**config.mk**
```make
export PLATFORM = sky130hd
export DESIGN_NAME = megarom_ram_arbiter
export DESIGN_NICKNAME = d
export VERILOG_FILES = /design/src/rtl/megarom_ram_arbiter.sv
export SDC_FILE = /design/constraint.sdc
export NUM_CORES = 1
export LEC_CHECK = 0
export ABC_AREA = 1
export CORE_MARGIN = 1
export CORE_UTILIZATION = 63
export DETAILED_ROUTE_END_ITERATION = 16
export DONT_BUFFER_PORTS = 1
export MAX_ROUTING_LAYER = met4
export PLACE_DENSITY = 0.75
export SLEW_MARGIN = 20
export SYNTH_ARGS = -nofsm -noshare
export SYNTH_HDL_FRONTEND = slang
export SYNTH_SLANG_ARGS = --single-unit
```
**constraint.sdc**
```tcl
create_clock -name CLK -period 1.5 [get_ports CLK]
set_input_delay 0.225 -clock CLK [delete_from_list [all_inputs] [get_ports CLK]]
set_output_delay 0.225 -clock CLK [all_outputs]
set_load 0.03 [all_outputs]
```
**src/rtl/megarom_ram_arbiter.sv**
```systemverilog
// megarom_ram_arbiter: two-requester arbiter (cartridge bus A, loader B) in front of one RAM port.
// Define MEGAROM_ARB_STARVE_GUARD_EN to let B win after STARVE_LIMIT back-to-back A grants.
module megarom_ram_arbiter #(
  parameter int                  ADDR_WIDTH   = 22,
  parameter logic [ADDR_WIDTH-1:0] RAM_BASE   = '0,
  parameter int                  STARVE_LIMIT = 4
) (
  input  logic                  CLK,
  input  logic                  RESET_n,
  input  logic                  A_REQ,
  input  logic [ADDR_WIDTH-1:0] A_ADDR,
  input  logic                  A_WE,
  input  logic [7:0]            A_WDATA,
  output logic                  A_ACK,
  output logic [7:0]            A_RDATA,
  input  logic                  B_REQ,
  input  logic [ADDR_WIDTH-1:0] B_ADDR,
  input  logic                  B_WE,
  input  logic [7:0]            B_WDATA,
  output logic                  B_ACK,
  output logic [7:0]            B_RDATA,
  output logic                  RAM_REQ,
  output logic [ADDR_WIDTH-1:0] RAM_ADDR,
  output logic                  RAM_WE,
  output logic [7:0]            RAM_WDATA,
  input  logic                  RAM_ACK,
  input  logic [7:0]            RAM_RDATA
);
  typedef enum logic [2:0] {IDLE, BUSY_A, BUSY_B, DONE_A, DONE_B} state_t;
  state_t state, state_n;
  logic a_ign, b_ign, a_req, b_req, grant_b;
  // a request dropped during its own ack cycle is not honoured in the following idle cycle
  assign a_req = A_REQ & ~a_ign;
  assign b_req = B_REQ & ~b_ign;
`ifdef MEGAROM_ARB_STARVE_GUARD_EN
  logic [3:0] starve;
  assign grant_b = b_req & (~a_req | (starve >= 4'(STARVE_LIMIT)));
  always_ff @(posedge CLK or negedge RESET_n)
    if (!RESET_n) starve <= '0;
    else if (state == IDLE) begin
      if (state_n == BUSY_B || !b_req) starve <= '0;
      else if (state_n == BUSY_A && starve != 4'hF) starve <= starve + 4'd1;
    end
`else
  assign grant_b = b_req & ~a_req;
`endif
  always_comb begin
    state_n = IDLE;
    unique case (state)
      IDLE:    state_n = grant_b ? BUSY_B : a_req ? BUSY_A : IDLE;
      BUSY_A:  state_n = RAM_ACK ? DONE_A : BUSY_A;
      BUSY_B:  state_n = RAM_ACK ? DONE_B : BUSY_B;
      default: state_n = IDLE;
    endcase
  end
  always_ff @(posedge CLK or negedge RESET_n)
    if (!RESET_n) begin
      state     <= IDLE;
      RAM_REQ   <= 1'b0;
      RAM_ADDR  <= '0;
      RAM_WE    <= 1'b0;
      RAM_WDATA <= '0;
      A_ACK     <= 1'b0;
      B_ACK     <= 1'b0;
      A_RDATA   <= '0;
      B_RDATA   <= '0;
      a_ign     <= 1'b0;
      b_ign     <= 1'b0;
    end else begin
      state   <= state_n;
      RAM_REQ <= (state_n == BUSY_A) || (state_n == BUSY_B);
      A_ACK   <= state_n == DONE_A;
      B_ACK   <= state_n == DONE_B;
      a_ign   <= (state == DONE_A) && !A_REQ;
      b_ign   <= (state == DONE_B) && !B_REQ;
      if (state == IDLE && state_n == BUSY_A) begin
        RAM_ADDR  <= A_ADDR + RAM_BASE;
        RAM_WE    <= A_WE;
        RAM_WDATA <= A_WDATA;
      end
      if (state == IDLE && state_n == BUSY_B) begin
        RAM_ADDR  <= B_ADDR + RAM_BASE;
        RAM_WE    <= B_WE;
        RAM_WDATA <= B_WDATA;
      end
      if (state == BUSY_A && RAM_ACK) A_RDATA <= RAM_RDATA;
      if (state == BUSY_B && RAM_ACK) B_RDATA <= RAM_RDATA;
    end
endmodule

```
==> results.ini <==
[yosys]
yosysUniqueCellTypes=22
synth-seq-cells=55
yosysSeqAreaShare=0.489
syn_area_mm2=0.00281
synth_nets=436
yosys.area.top_type_share=0.489
synthCells=361
yosysWarnings=0
synthTopCellsByArea=dfrtp_1, nand2_1, nand3_1, inv_1, buf_6
yosysTopAreaCell=dfrtp_1
syn_area_per_cell_um2=7.79

[clock_tree]
cts_sinks=55
h-tree-depth=2
root_buffer=clkbuf_8
cts_buffers=5
cts_tree=built
hold_buffers=2
postCtsSetupBuffers=0
cts_buffer_depth=2
clk_pin_slew_ps=110
worstSkewPairLatency_ps=310

[place]
dpl_cell_area_mm2=0.00278
portBuffers=0
place.gp.congestion=0.806
hpwl_um=3740

[final_layout]
multi_input_area_um2=978
seq_area_mm2=0.00138
final_util=0.706
diodes=0
stdcell_area_mm2=0.00292
nNetsFinal=435
syn_to_final_growth_pct=3.91
drive_gt1_frac=0.0886
fill_cells=359

[drt]
route.met2.wl_um=2500
wl_per_cell_um=12.8
wl_met1_um=2300
routed_via_density=5.15
route.detailed.drc=0
drt_first_pass_iters=4
dr_total_vias=2117
routed_wl_um=5260
topRoutingLayerUsed=met4
drt_first_iter_violations=91
drtAntennaViolNets=0
route.met3.wl_um=412

[power]
p_leak_nw=1.72
clkPwrFrac=0.129
internal-power_w=0.00326
seqPwrFrac=0.575
combPwrFrac=0.296
power.density_mw_per_mm2=2320
p_sw_w=0.00351
switching_share=0.518
max-vdd-ir-drop_mv=1.66

[setup_path]
worstPathMaxFanout=16
critPathTopFamily=simple AND/OR/NAND/NOR gates
path_cells=inv_4 > nand2_4 > nor2_4 > buf_12 > nand3_1 > nand3_1 > nand2_1
worst_r2r_startpoint=state[0]
cp-end-kind=register
crit_path_start_kind=register
max_stage_delay_ps=440
cp.required_ps=1700
path_buf_inv=2
reg2reg_to=RAM_ADDR[8]
cp_common_cell=nand3_1
rr_worst_depth=7
crit_start=state[0]
arrival_ps=1600
r2r_setup_slack_ps=100
slowest_stage=dfrtp_1
worst-setup-path-type=register to register

[floorplanning]
die_h_um=68.8
num_rows=23
io_pins=125
core_region_area_mm2=0.00414
start_util=0.679
dieArea_mm2=0.00474
die_w_um=68.8

[sta]
drv_slew=0
max_freq_mhz=716
fin_skew_ps=9.23
setup_tns_ps=0
rsz0062_at_grt=no
fin_hold_ws_ps=-405
finalCritPeriodShare=0.931
report.final.setup_viol=0
hold_viol=55
finalCriticalPeriod_ps=1400
slew_headroom=0.778
worst_slew_pin_slew_ps=332

[grt]
gr-total-overflow=0
groute.usage.overall=0.234
grt_pass1_wl_um=7870
grt_max_degree=56
grt_pass1_vias=1695
antenna_found_initial=0

[run_status]
violations=negative hold slack
status=finished, violations left

[run]
maxCapViolCount=0

[worst_hold_path]
worstHoldPathType=input pin to async pin

[power by group through the flow]
stage          logic [W]  clock network, W  registers, W
2_1_floorplan    0.00173                 0       0.00379
3_3_place_gp     0.00190                 0       0.00393
3_5_place_dp     0.00199                 0       0.00392
4_1_cts          0.00199          0.000899       0.00390
5_1_grt          0.00230          0.000961       0.00397
6_report         0.00201          0.000876       0.00389
[state kept, by name, indices dropped and copies added, names as in the netlist]
signal and count:
RAM_ADDR 22, A_RDATA 8, B_RDATA 8, RAM_WDATA 8
state 3, A_ACK 1, B_ACK 1, RAM_REQ 1
RAM_WE 1, a_ign 1, b_ign 1
[placed cells by master, fill, tap and decap left out]
cell type        n
inv_2            3
nor2_4           2
nor4_1           1
inv_8            2
nand3_2          1
nand2_2          4
buf_4            5
nand3_1         63
nor3_1           1
o21ai_1          8
nand2_4          1
nand4_4          1
inv_1           76
a21oi_4          1
dfrtp_1         55
buf_12           2
nor2_1           3
clkbuf_8         5
nor3_2           1
inv_6            1
nand2_1        109
o21ai_0         10
nand2_8          1
dlygate4sd3_1    2
inv_4            2
a21oi_1          1
[what timing repair did]
action | in CTS | in global routing
endpoints found under the hold margin | 57 | 55
gates resized for setup | 0 | 5
endpoints found under the setup margin | 0 | 28
[synth_stat cells]
| cell type | instances |
|---|---|
| a21oi_1 | 1 |
| a21oi_4 | 1 |
| buf_2 | 2 |
| buf_4 | 3 |
| buf_6 | 10 |
| clkbuf_8 | 2 |
| dfrtp_1 | 55 |
| inv_1 | 76 |
| inv_2 | 5 |
| nand2_1 | 109 |
| nand2_2 | 4 |
| nand2_4 | 2 |
| nand3_1 | 63 |
| nand3_2 | 1 |
| nand4_2 | 1 |
| nor2_1 | 3 |
| nor2_4 | 2 |
| nor3_1 | 1 |
| nor3_2 | 1 |
| nor4_1 | 1 |
| o21ai_0 | 10 |
| o21ai_1 | 8 |
[cells by family after synthesis]
family | after synthesis | share of synthesized area
buf+inv | 98 | 0.169
flops | 55 | 0.489
compound gates | 20 | 0.0396
simple gates | 188 | 0.302
[worst reg2reg max path, stage by stage, from the launching register on]
cell	delay (ps)
dfrtp_1	440
inv_4	120
nand2_4	60
nor2_4	240
buf_12	190
nand3_1	80
nand3_1	90
nand2_1	60
[stage by stage]
stage               hold WS, ps  cells  total power (W)  worst slack (ps)
finish                     -405    411          0.00678               104
global route               -432    411          0.00723              14.8
detailed placement        -69.5    401          0.00591              87.4
CTS                        -418    411          0.00679              63.3
global placement          -69.6    401          0.00583               158
floorplan                 -70.6    361          0.00552               284
[final cells by class]
| type | count | area share |
|---|---|---|
| clock buffer | 5 | 0.0235 |
| clock inverter | 3 | 0.0107 |
| inverter | 81 | 0.106 |
| multi-input combinational | 208 | 0.335 |
| sequential | 55 | 0.471 |
| tap | 50 | 0.0214 |
| timing repair buffer | 9 | 0.0334 |
[how the worst max path moves through the flow]
| stage | to | depth (start not counted) | slack (ps) |
|---|---|---|---|
| 4_1_cts | B_RDATA[0] | 3 | 60 |
| 6_report | RAM_ADDR[8] | 7 | 100 |
| 3_3_place_gp | RAM_ADDR[8] | 7 | 160 |
| 5_1_grt | RAM_ADDR[16] | 7 | 10 |
| 2_1_floorplan | RAM_ADDR[17] | 7 | 280 |
| 3_5_place_dp | B_RDATA[0] | 3 | 90 |
[per-layer routing]
| layer | up-vias | GRT usage |
|---|---|---|
| met3 | 4 | 0.0724 |
| met1 | 935 | 0.307 |
| met4 | 0 | 0.0510 |
| li1 | 1087 | - |
| met2 | 91 | 0.360 |
| met5 | - | - |
(Power assumes the default switching activity.)
